**config.mk**
```make
export PLATFORM = sky130hd
export DESIGN_NAME = br_arb_rr_multi_grant
export DESIGN_NICKNAME = d
export VERILOG_FILES = /design/src/rtl/br_arb_rr_multi_grant.sv
export SDC_FILE = /design/constraint.sdc
export NUM_CORES = 1
export LEC_CHECK = 0
export CELL_PAD_IN_SITES_DETAIL_PLACEMENT = 0
export CELL_PAD_IN_SITES_GLOBAL_PLACEMENT = 1
export CORE_ASPECT_RATIO = 1.25
export CORE_MARGIN = 4
export CORE_UTILIZATION = 40
export DETAILED_ROUTE_END_ITERATION = 8
export PLACE_DENSITY_LB_ADDON = 0.05
export REMOVE_ABC_BUFFERS = 1
export SETUP_SLACK_MARGIN = 0.02
export SLEW_MARGIN = 40
export SYNTH_ARGS = -nofsm -noshare
export SYNTH_HDL_FRONTEND = slang
export SYNTH_SLANG_ARGS = --single-unit
```
**constraint.sdc**
```tcl
create_clock -name clk -period 21.3 [get_ports clk]
set_input_delay 5.325 -clock clk [delete_from_list [all_inputs] [get_ports clk]]
set_output_delay 5.325 -clock clk [all_outputs]
set_load 0.005 [all_outputs]
```
**src/rtl/br_arb_rr_multi_grant.sv**
```systemverilog
// Multi-grant round-robin arbiter: grants up to NumGrants requesters per cycle,
// scanning from just after the onehot lowest-priority pointer.
module br_arb_rr_multi_grant #(
  parameter int NumRequesters = 8,
  parameter int NumGrants     = 3
) (
  input  logic                                      clk,
  input  logic                                      rst,
  input  logic                                      enable_priority_update,
  input  logic [NumRequesters-1:0]                  request,
  output logic [NumGrants-1:0][NumRequesters-1:0]   grant,
  output logic [NumGrants-1:0]                      grant_valid,
  output logic [NumRequesters-1:0]                  grant_any,
  output logic [NumRequesters-1:0]                  lowest_prio
);

  localparam int IdxW = (NumRequesters > 1) ? $clog2(NumRequesters) : 1;
  localparam int CntW = $clog2(NumGrants + 1);

  localparam logic [IdxW:0]            NReq      = NumRequesters[IdxW:0];
  localparam logic [IdxW-1:0]          LastIdx   = IdxW'(NumRequesters - 1);
  localparam logic [CntW-1:0]          NGnt      = CntW'(NumGrants);
  localparam logic [NumRequesters-1:0] ResetPrio = {1'b1, {(NumRequesters-1){1'b0}}};

  logic [NumRequesters-1:0]                r_lowest_prio;
  logic [IdxW-1:0]                         w_lp_idx;
  logic [IdxW-1:0]                         w_hp_idx;
  logic [NumGrants-1:0][NumRequesters-1:0] w_grant;
  logic [NumGrants-1:0]                    w_valid;
  logic [NumRequesters-1:0]                w_last;
  logic [NumRequesters-1:0]                w_any;
  logic                                    w_overlap;
  logic                                    w_therm_bad;

  always_comb begin : pointer_decode
    w_lp_idx = '0;
    for (int unsigned i = 0; i < NumRequesters; i++) begin
      if (r_lowest_prio[i]) w_lp_idx = IdxW'(i);
    end
    w_hp_idx = (w_lp_idx == LastIdx) ? '0 : w_lp_idx + IdxW'(1);
  end

  // Wrapped scan; w_last tracks the final requester granted, which becomes
  // the new lowest-priority pointer.
  always_comb begin : scan
    logic [IdxW:0]   sum;
    logic [IdxW-1:0] j;
    logic [CntW-1:0] cnt;
    w_grant = '0;
    w_valid = '0;
    w_last  = '0;
    cnt     = '0;
    sum     = '0;
    j       = '0;
    for (int unsigned i = 0; i < NumRequesters; i++) begin
      sum = {1'b0, w_hp_idx} + (IdxW+1)'(i);
      j   = (sum >= NReq) ? IdxW'(sum - NReq) : sum[IdxW-1:0];
      if (request[j] && (cnt < NGnt)) begin
        w_grant[cnt][j] = 1'b1;
        w_valid[cnt]    = 1'b1;
        w_last          = '0;
        w_last[j]       = 1'b1;
        cnt             = cnt + CntW'(1);
      end
    end
  end

  always_comb begin : outputs
    w_any = '0;
    for (int unsigned k = 0; k < NumGrants; k++) begin
      w_any = w_any | w_grant[k];
    end
    grant       = rst ? '0 : w_grant;
    grant_valid = rst ? '0 : w_valid;
    grant_any   = rst ? '0 : w_any;
    lowest_prio = r_lowest_prio;
  end

  always_ff @(posedge clk) begin
    if (rst) begin
      r_lowest_prio <= ResetPrio;
    end else if (enable_priority_update && (|request)) begin
      r_lowest_prio <= w_last;
    end
  end

  always_comb begin : invariants
    logic [NumRequesters-1:0] seen;
    seen        = '0;
    w_overlap   = 1'b0;
    w_therm_bad = 1'b0;
    for (int unsigned k = 0; k < NumGrants; k++) begin
      if (|(seen & w_grant[k])) w_overlap = 1'b1;
      seen = seen | w_grant[k];
    end
    for (int unsigned k = 1; k < NumGrants; k++) begin
      if (w_valid[k] && !w_valid[k-1]) w_therm_bad = 1'b1;
    end
  end

  a_prio_onehot: assert property (@(posedge clk) disable iff (rst) $onehot(r_lowest_prio));
  a_grant_req:   assert property (@(posedge clk) disable iff (rst) (w_any & ~request) == '0);
  a_disjoint:    assert property (@(posedge clk) disable iff (rst) !w_overlap);
  a_thermometer: assert property (@(posedge clk) disable iff (rst) !w_therm_bad);

endmodule

```
==> results of run 1 <==
worst max-delay path: cells and delay by family:
kind	cells	cell delay, ns
AO/OA/AOI/OAI	14	4.15
adder cells (fa/ha/maj)	5	1.03
AND/OR/NAND/NOR	9	2.43
multiplexers	1	0.37
buffers and inverters	8	1.99
metal layers:
metal / vias to the layer above / wire length (microns)
met5: - / 0
met4: 0 / 1310
met3: 92 / 2150
met2: 435 / 8380
met1: 2422 / 7040
li1: 2271 / -
path summary, 6_finish.rpt:
check | from | end | slack [ns]
max | request[2] | grant_any[7] | 0.65
min | lowest_prio[0] | lowest_prio[0] | 0.58
max reg2reg | lowest_prio[5] | lowest_prio[0] | 10.15
min reg2reg | lowest_prio[0] | lowest_prio[0] | 0.58
logic make-up after synthesis:
logic type | synth area share [%]
AO/OA/AOI/OAI | 44.2
multiplexers | 4.80
AND/OR/NAND/NOR | 28.8
XOR/XNOR | 2.42
adder cells (fa/ha/maj) | 9.05
buffers and inverters | 6.43
flip-flops | 4.35
final cells by class:
type	count	area (sq um)	area share [%]
clock buffers	3	41.3	0.946
inverters	19	78.8	1.81
multi-input cells	499	3320	76.1
flip-flops and latches	8	160	3.67
well taps	120	150	3.44
repair buffers	64	613	14.1
what timing repair did:
action | CTS | global route
resized for setup | 0 | 1
setup buffers | 0 | 0
hold buffers | 0 | 0
setup endpoints to repair | 0 | 4
hold endpoints to repair | 0 | 0
through the flow:
| step | instance area, sq um | util [%] |
|---|---|---|
| final | 4360 | 49.3 |
| after CTS | 4350 | 49.2 |
| after floorplan | 3520 | - |
| after global routing | 4360 | 49.3 |
| after global placement | 4290 | 48.5 |
| after detailed placement | 4310 | 48.7 |
cells in the final DEF (no fill, tap or decap), types with 9 or more instances in the layout:
master                            Yosys  layout
sky130_fd_sc_hd__o221ai_1             9       9
sky130_fd_sc_hd__a211oi_1            18      17
sky130_fd_sc_hd__inv_1               14      14
sky130_fd_sc_hd__a21oi_1             41      41
sky130_fd_sc_hd__buf_4                1      11
sky130_fd_sc_hd__nand3_1             21      21
sky130_fd_sc_hd__nand2_1             71      71
sky130_fd_sc_hd__o211ai_1            10      10
sky130_fd_sc_hd__a221oi_1             9       9
sky130_fd_sc_hd__nor2_1              69      69
sky130_fd_sc_hd__o22ai_1             22      22
sky130_fd_sc_hd__nor3_1              13      11
sky130_fd_sc_hd__a31oi_1             17      17
sky130_fd_sc_hd__and2_1              14      14
sky130_fd_sc_hd__o21ai_0             31      31
sky130_fd_sc_hd__ha_1                25      25
sky130_fd_sc_hd__clkdlybuf4s50_1      0      53
==> implementation parameters, run 1 <==
Parameter                              Value

Timing
  Number of max-slew violations in the final report    0
  Tightest hold margin    slightly below 0.6 ns
  Smallest setup slack after layout    approximately 0.65 ns
  Max_slew headroom    a little under two fifths
  Setup tns final    0 ns
  Worst-Margin Slew    0.931 ns
  Max Clock Freq    roughly 48 MHz
  # setup viols final    0
  Post-route fraction of the period consumed by the critical path    97.0%
  Setup repair after global routing missed its margin    no
  Min cycle time layout    just over 20 ns
  Worst clock skew on the final layout    0.00153 ns
  Final hold violation count    0

Worst hold path
  Min-Delay Path Depth    2
  Hold/Removal Path Class    flop to flop

GRT
  Top Usage Layer GRT    met2
  Maximum number of pins on one net before global-route repair    37
  Number of antenna violations at the first check in global routing    0
  Global route total overflow    0
  Overall fraction of global-route tracks in use    34.4%
  Met1 GRT Util    between 40% and 50%
  Vias in the first global route    4996
  Met3 routing resource usage after global routing    under 10%
  Met2 demand-to-capacity share in global routing    55.8%
  Global-route wire length before repair    a little under 30 mm

Cells and area
  Share of final-layout standard cells stronger than drive strength 1    8.09%
  Number of flip-flops in the largest register    8
  Number of nets in the layout    632
  Number of inserted filler cells in the final layout    970
  Antenna fix cells    0
  Growth of design area from synthesis to finish    18.6%
  Non-filler cells in the finished layout    713

Flow run
  Maximum capacitance violations    0

Floorplanning
  X dimension of the die    93.8 microns
  IO Count    54
  Core Footprint    8840 sq um
  Vert. Die Dim    115 microns
  Starting density of the core    41.6%
  Cell row count    38
  Die area    10800 sq um

Synthesis
  Synth cell types    79
  Average size of a mapped cell    6.55 sq um
  Largest cells by area after synthesis    sky130_fd_sc_hd__ha_1 (8.5%), sky130_fd_sc_hd__nand2_1 (7.2%), sky130_fd_sc_hd__nor2_1 (7.0%)
  Post-synth EDFFs    0
  Asr flop ratio synth    0%
  YS warnings    0
  Ys flop type    sky130_fd_sc_hd__dfxtp_1
  Number of synthesized register bits    8
  Number of standard cells after synthesis    562
  Fraction of the yosys area taken by sequential cells    4.35%
  Library cell occupying the most area in the post-synthesis netlist    sky130_fd_sc_hd__ha_1
  Dominant cell by count in the synthesized netlist    sky130_fd_sc_hd__nand2_1
  Fraction of post-synthesis cell area in the top cell type by area    8.50%
  Synth top cells by count    sky130_fd_sc_hd__nand2_1 (71), sky130_fd_sc_hd__nor2_1 (69), sky130_fd_sc_hd__a21oi_1 (41)
  Area of the mapped netlist    3680 sq um

Critical path
  CP peak stage delay    0.70 ns
  Worst Setup End Kind    output pin
  Cell with the largest stage delay on the worst path    sky130_fd_sc_hd__or4_1
  Cell type with the highest occurrence count on the critical path    sky130_fd_sc_hd__ha_1
  Max Fanout on Critical Path    25
  Data required time of the worst path    15.98 ns
  Start-to-end type of the worst setup path    input pin to output pin
  CP Data Arrival Time    15.33 ns
  Worst reg2reg path depth    41
  Kind of start point of the critical path    input pin

Drt
  Number of design rule violations left after detail routing    0
  1st-pass router iterations    6
  Final WL    18.9 mm
  Ratio of routed vias to standard cells    approximately 7.3
  Avg WL per Cell    26.5 microns
  Remaining antenna violation count    0
  Via count    5220
  Violation count after the first detailed-route iteration    722

Place
  Cell count after placement    710
  Setup WS pre-CTS    0.725 ns
  Weighted congestion at the end of routability-driven global placement    1.02
  HPWL after detailed placement    around 14 mm
  Count of buffers inserted at the top-level ports    53

Clocking
  Clk Tree Root Cell    sky130_fd_sc_hd__clkbuf_8
  H-tree level count    1
  Source-to-sink clock delay at the later pin of the worst-skew pair    0.22 ns
  Clock sink count    8
  CTS tree    yes
  Buffer levels on the longest clock path    2
  CTS buffer count    3
  Worst-path clk slew    0.04 ns

Status
  Status    complete, no violations
Power of run 1 is left out: the tool's default activity adds up to more than one toggle a clock period on the data nets, which glitch-free logic cannot reach.
==> run 2: changes to the inputs <==
SLEW_MARGIN = unset   (was 40)
==> run 2 against run 1 <==
  * Global-route usage is 0.054 points higher
  * First-iteration DRC count up 18%
  * Via count fell by 0.46%
  * Non-clock buffer count unchanged
  * Sequential share of layout area about the same
  * Wire length down 0.29%
  * Critical endpoint unchanged
==> implementation parameters, run 2 (synthesized netlist as in run 1, its figures left out) <==
Parameter                              Value

GRT
  Global route total overflow    0 (unchanged)
  Number of antenna violations at the first check in global routing    0 (unchanged)
  Vias in the first global route    4947 (-0.98%)
  Global-route wire length before repair    28.9 mm (about the same)
  Overall fraction of global-route tracks in use    34.5% (+0.054 points)
  Maximum number of pins on one net before global-route repair    37 (unchanged)

Drt
  Met1 Routed Length    7.04 mm (about the same)
  1st-pass router iterations    6 (unchanged)
  Via count    5196 (-0.46%)
  Highest routed metal layer    met4
  Total met3 wirelength after detailed routing    2.00 mm (-6.8%)
  Violation count after the first detailed-route iteration    855 (+18%)
  Remaining antenna violation count    0 (unchanged)
  DR WL met2    8.28 mm (-1.3%)
  Number of design rule violations left after detail routing    0 (unchanged)
  Final WL    18.8 mm (-0.29%)
  Ratio of routed vias to standard cells    7.29 (-0.46%)
  Avg WL per Cell    26.4 microns (-0.29%)

Critical path
  Max Fanout on Critical Path    25 (unchanged)
  Worst reg2reg path depth    40 (-2.4%)
  CP peak stage delay    0.76 ns (+0.06 ns)
  Data required time of the worst path    15.98 ns (about the same)
  Top delay family on crit path    compound AO/OA/AOI/OAI gates
  Setup slack of the worst register-to-register path    9.90 ns (-0.25 ns)
  Launch point of the worst path    request[2]
  Kind of start point of the critical path    input pin
  Cell with the largest stage delay on the worst path    sky130_fd_sc_hd__a22o_1
  Worst flop-to-flop path startpoint    lowest_prio[5]
  CP Data Arrival Time    15.30 ns (-0.03 ns)
  Cell type with the highest occurrence count on the critical path    sky130_fd_sc_hd__ha_1
  Start-to-end type of the worst setup path    input pin to output pin
  Buffering stage count on the worst path with inverters included    7 (-1)
  Worst Setup End Kind    output pin
  End of the worst register-to-register path    lowest_prio[3]

Clocking
  Post-CTS setup-driven buffer insertion count    0 (unchanged)
  Worst-path clk slew    0.04 ns (about the same)
  Source-to-sink clock delay at the later pin of the worst-skew pair    0.23 ns (about the same)
  Clk Tree Root Cell    sky130_fd_sc_hd__clkbuf_8
  CTS tree    yes
  H-tree level count    1 (unchanged)
  Clock sink count    8 (unchanged)
  Buffer levels on the longest clock path    2 (unchanged)
  CTS buffer count    3 (unchanged)

Timing
  Worst-Margin Slew    1.28 ns (+0.354 ns)
  Worst clock skew on the final layout    0.00301 ns (+0.00148 ns)
  Post-route fraction of the period consumed by the critical path    96.9% (-0.11 points)
  Setup repair after global routing missed its margin    no
  # setup viols final    0 (unchanged)
  Max Clock Freq    48.5 MHz (+0.12%)
  Min cycle time layout    20.63 ns (-0.0244 ns)
  Final hold violation count    0 (unchanged)
  Setup tns final    0 ns (unchanged)
  Smallest setup slack after layout    0.670 ns (+0.0244 ns)
  Number of max-slew violations in the final report    0 (unchanged)
  Max_slew headroom    13.7% (-24 points)

Worst hold path
  Min-Delay Path Depth    2 (unchanged)
  Hold Crit Endpoint    lowest_prio[0]
  Hold/Removal Path Class    flop to flop
  Hold path startpoint    lowest_prio[0]

Cells and area
  Number of nets in the layout    632 (unchanged)
  Number of flip-flops in the largest register    8 (unchanged)
  Antenna fix cells    0 (unchanged)
  Top library cells by usage in the layout, fill and taps aside    sky130_fd_sc_hd__nand2_1 (71), sky130_fd_sc_hd__nor2_1 (69), sky130_fd_sc_hd__clkdlybuf4s50_1 (53), sky130_fd_sc_hd__a21oi_1 (41), sky130_fd_sc_hd__o21ai_0 (31)
  Multi-input combinational cell area    3290 sq um (-0.94%)
  Growth of design area from synthesis to finish    17.8%
  Flip-flop and latch area    160 sq um (unchanged)
  Number of inserted filler cells in the final layout    963 (-0.72%)
  Most common library cell in the layout ignoring fill and taps    sky130_fd_sc_hd__nand2_1
  Share of final-layout standard cells stronger than drive strength 1    7.08% (-1.0 points)

Flow run
  Maximum capacitance violations    0 (unchanged)

Place
  Weighted congestion at the end of routability-driven global placement    1.02 (unchanged)
  HPWL after detailed placement    14.4 mm (about the same)
  Setup WS pre-CTS    0.585 ns (-0.140 ns)
  Count of buffers inserted at the top-level ports    53 (unchanged)

Floorplanning
  Core Footprint    8840 sq um (unchanged)
  Cell row count    38 (unchanged)
  IO Count    54 (unchanged)
  Die area    10800 sq um (unchanged)
  X dimension of the die    93.8 microns (unchanged)
  Starting density of the core    41.6% (unchanged)
  Vert. Die Dim    115 microns (unchanged)

Status
  Status    complete, no violations
## run 2: how the worst max path moves through the flow
stage,end,slack [ns],depth (start not counted)
3_5_place_dp,grant_any[5],0.58,36
6_report,grant_any[7],0.67,36
3_3_place_gp,grant_any[4],0.92,37
2_1_floorplan,grant_any[7],1.60,30
5_1_grt,grant_any[1],0.03,36
4_1_cts,grant_any[5],0.57,36
## run 2: timing repair
item,CTS,global route
gates resized for setup,0,1
setup endpoints to repair,0,23
hold buffers,0,0
## run 2: routing by layer
metal  up-vias  GRT usage [%]
met5         -              0
met4         0           21.4
met3       106           5.17
met2       399           54.8
met1      2420           43.5
li1       2271              -
## run 2: area by class of cell
class | instances | share of cell area (%)
flip-flops and latches | 8 | 3.70
repair buffers | 64 | 14.2
well taps | 120 | 3.47
multi-input cells | 499 | 75.9
clock buffers | 3 | 0.953
inverters | 19 | 1.82
## run 2: metrics by stage
step	area, sq um	instances	hold WS [ns]	utilization [%]
after floorplan	3520	526	0.529	-
after CTS	4330	713	0.588	49.0
after global routing	4330	713	0.636	49.0
after detailed placement	4290	710	0.577	48.5
after global placement	4290	710	0.543	48.5
final	4330	713	0.584	49.0
## run 2: worst register-to-register path: cells and delay by family, from the launching register on
family | cells | cell delay (ns)
AO/OA/AOI/OAI | 13 | 4.13
adder cells (fa/ha/maj) | 7 | 2.14
buffers and inverters | 10 | 1.92
AND/OR/NAND/NOR | 10 | 2.66
flip-flops | 1 | 0.49
Power of run 2 is left out for the same reason.
==> run 3: changes to the inputs <==
CTS_CLUSTER_DIAMETER = 60   (was unset)
==> results of run 3 <==
Final layout, timing and power as in run 2 (identical DEF).
Power of run 3 is left out for the same reason.
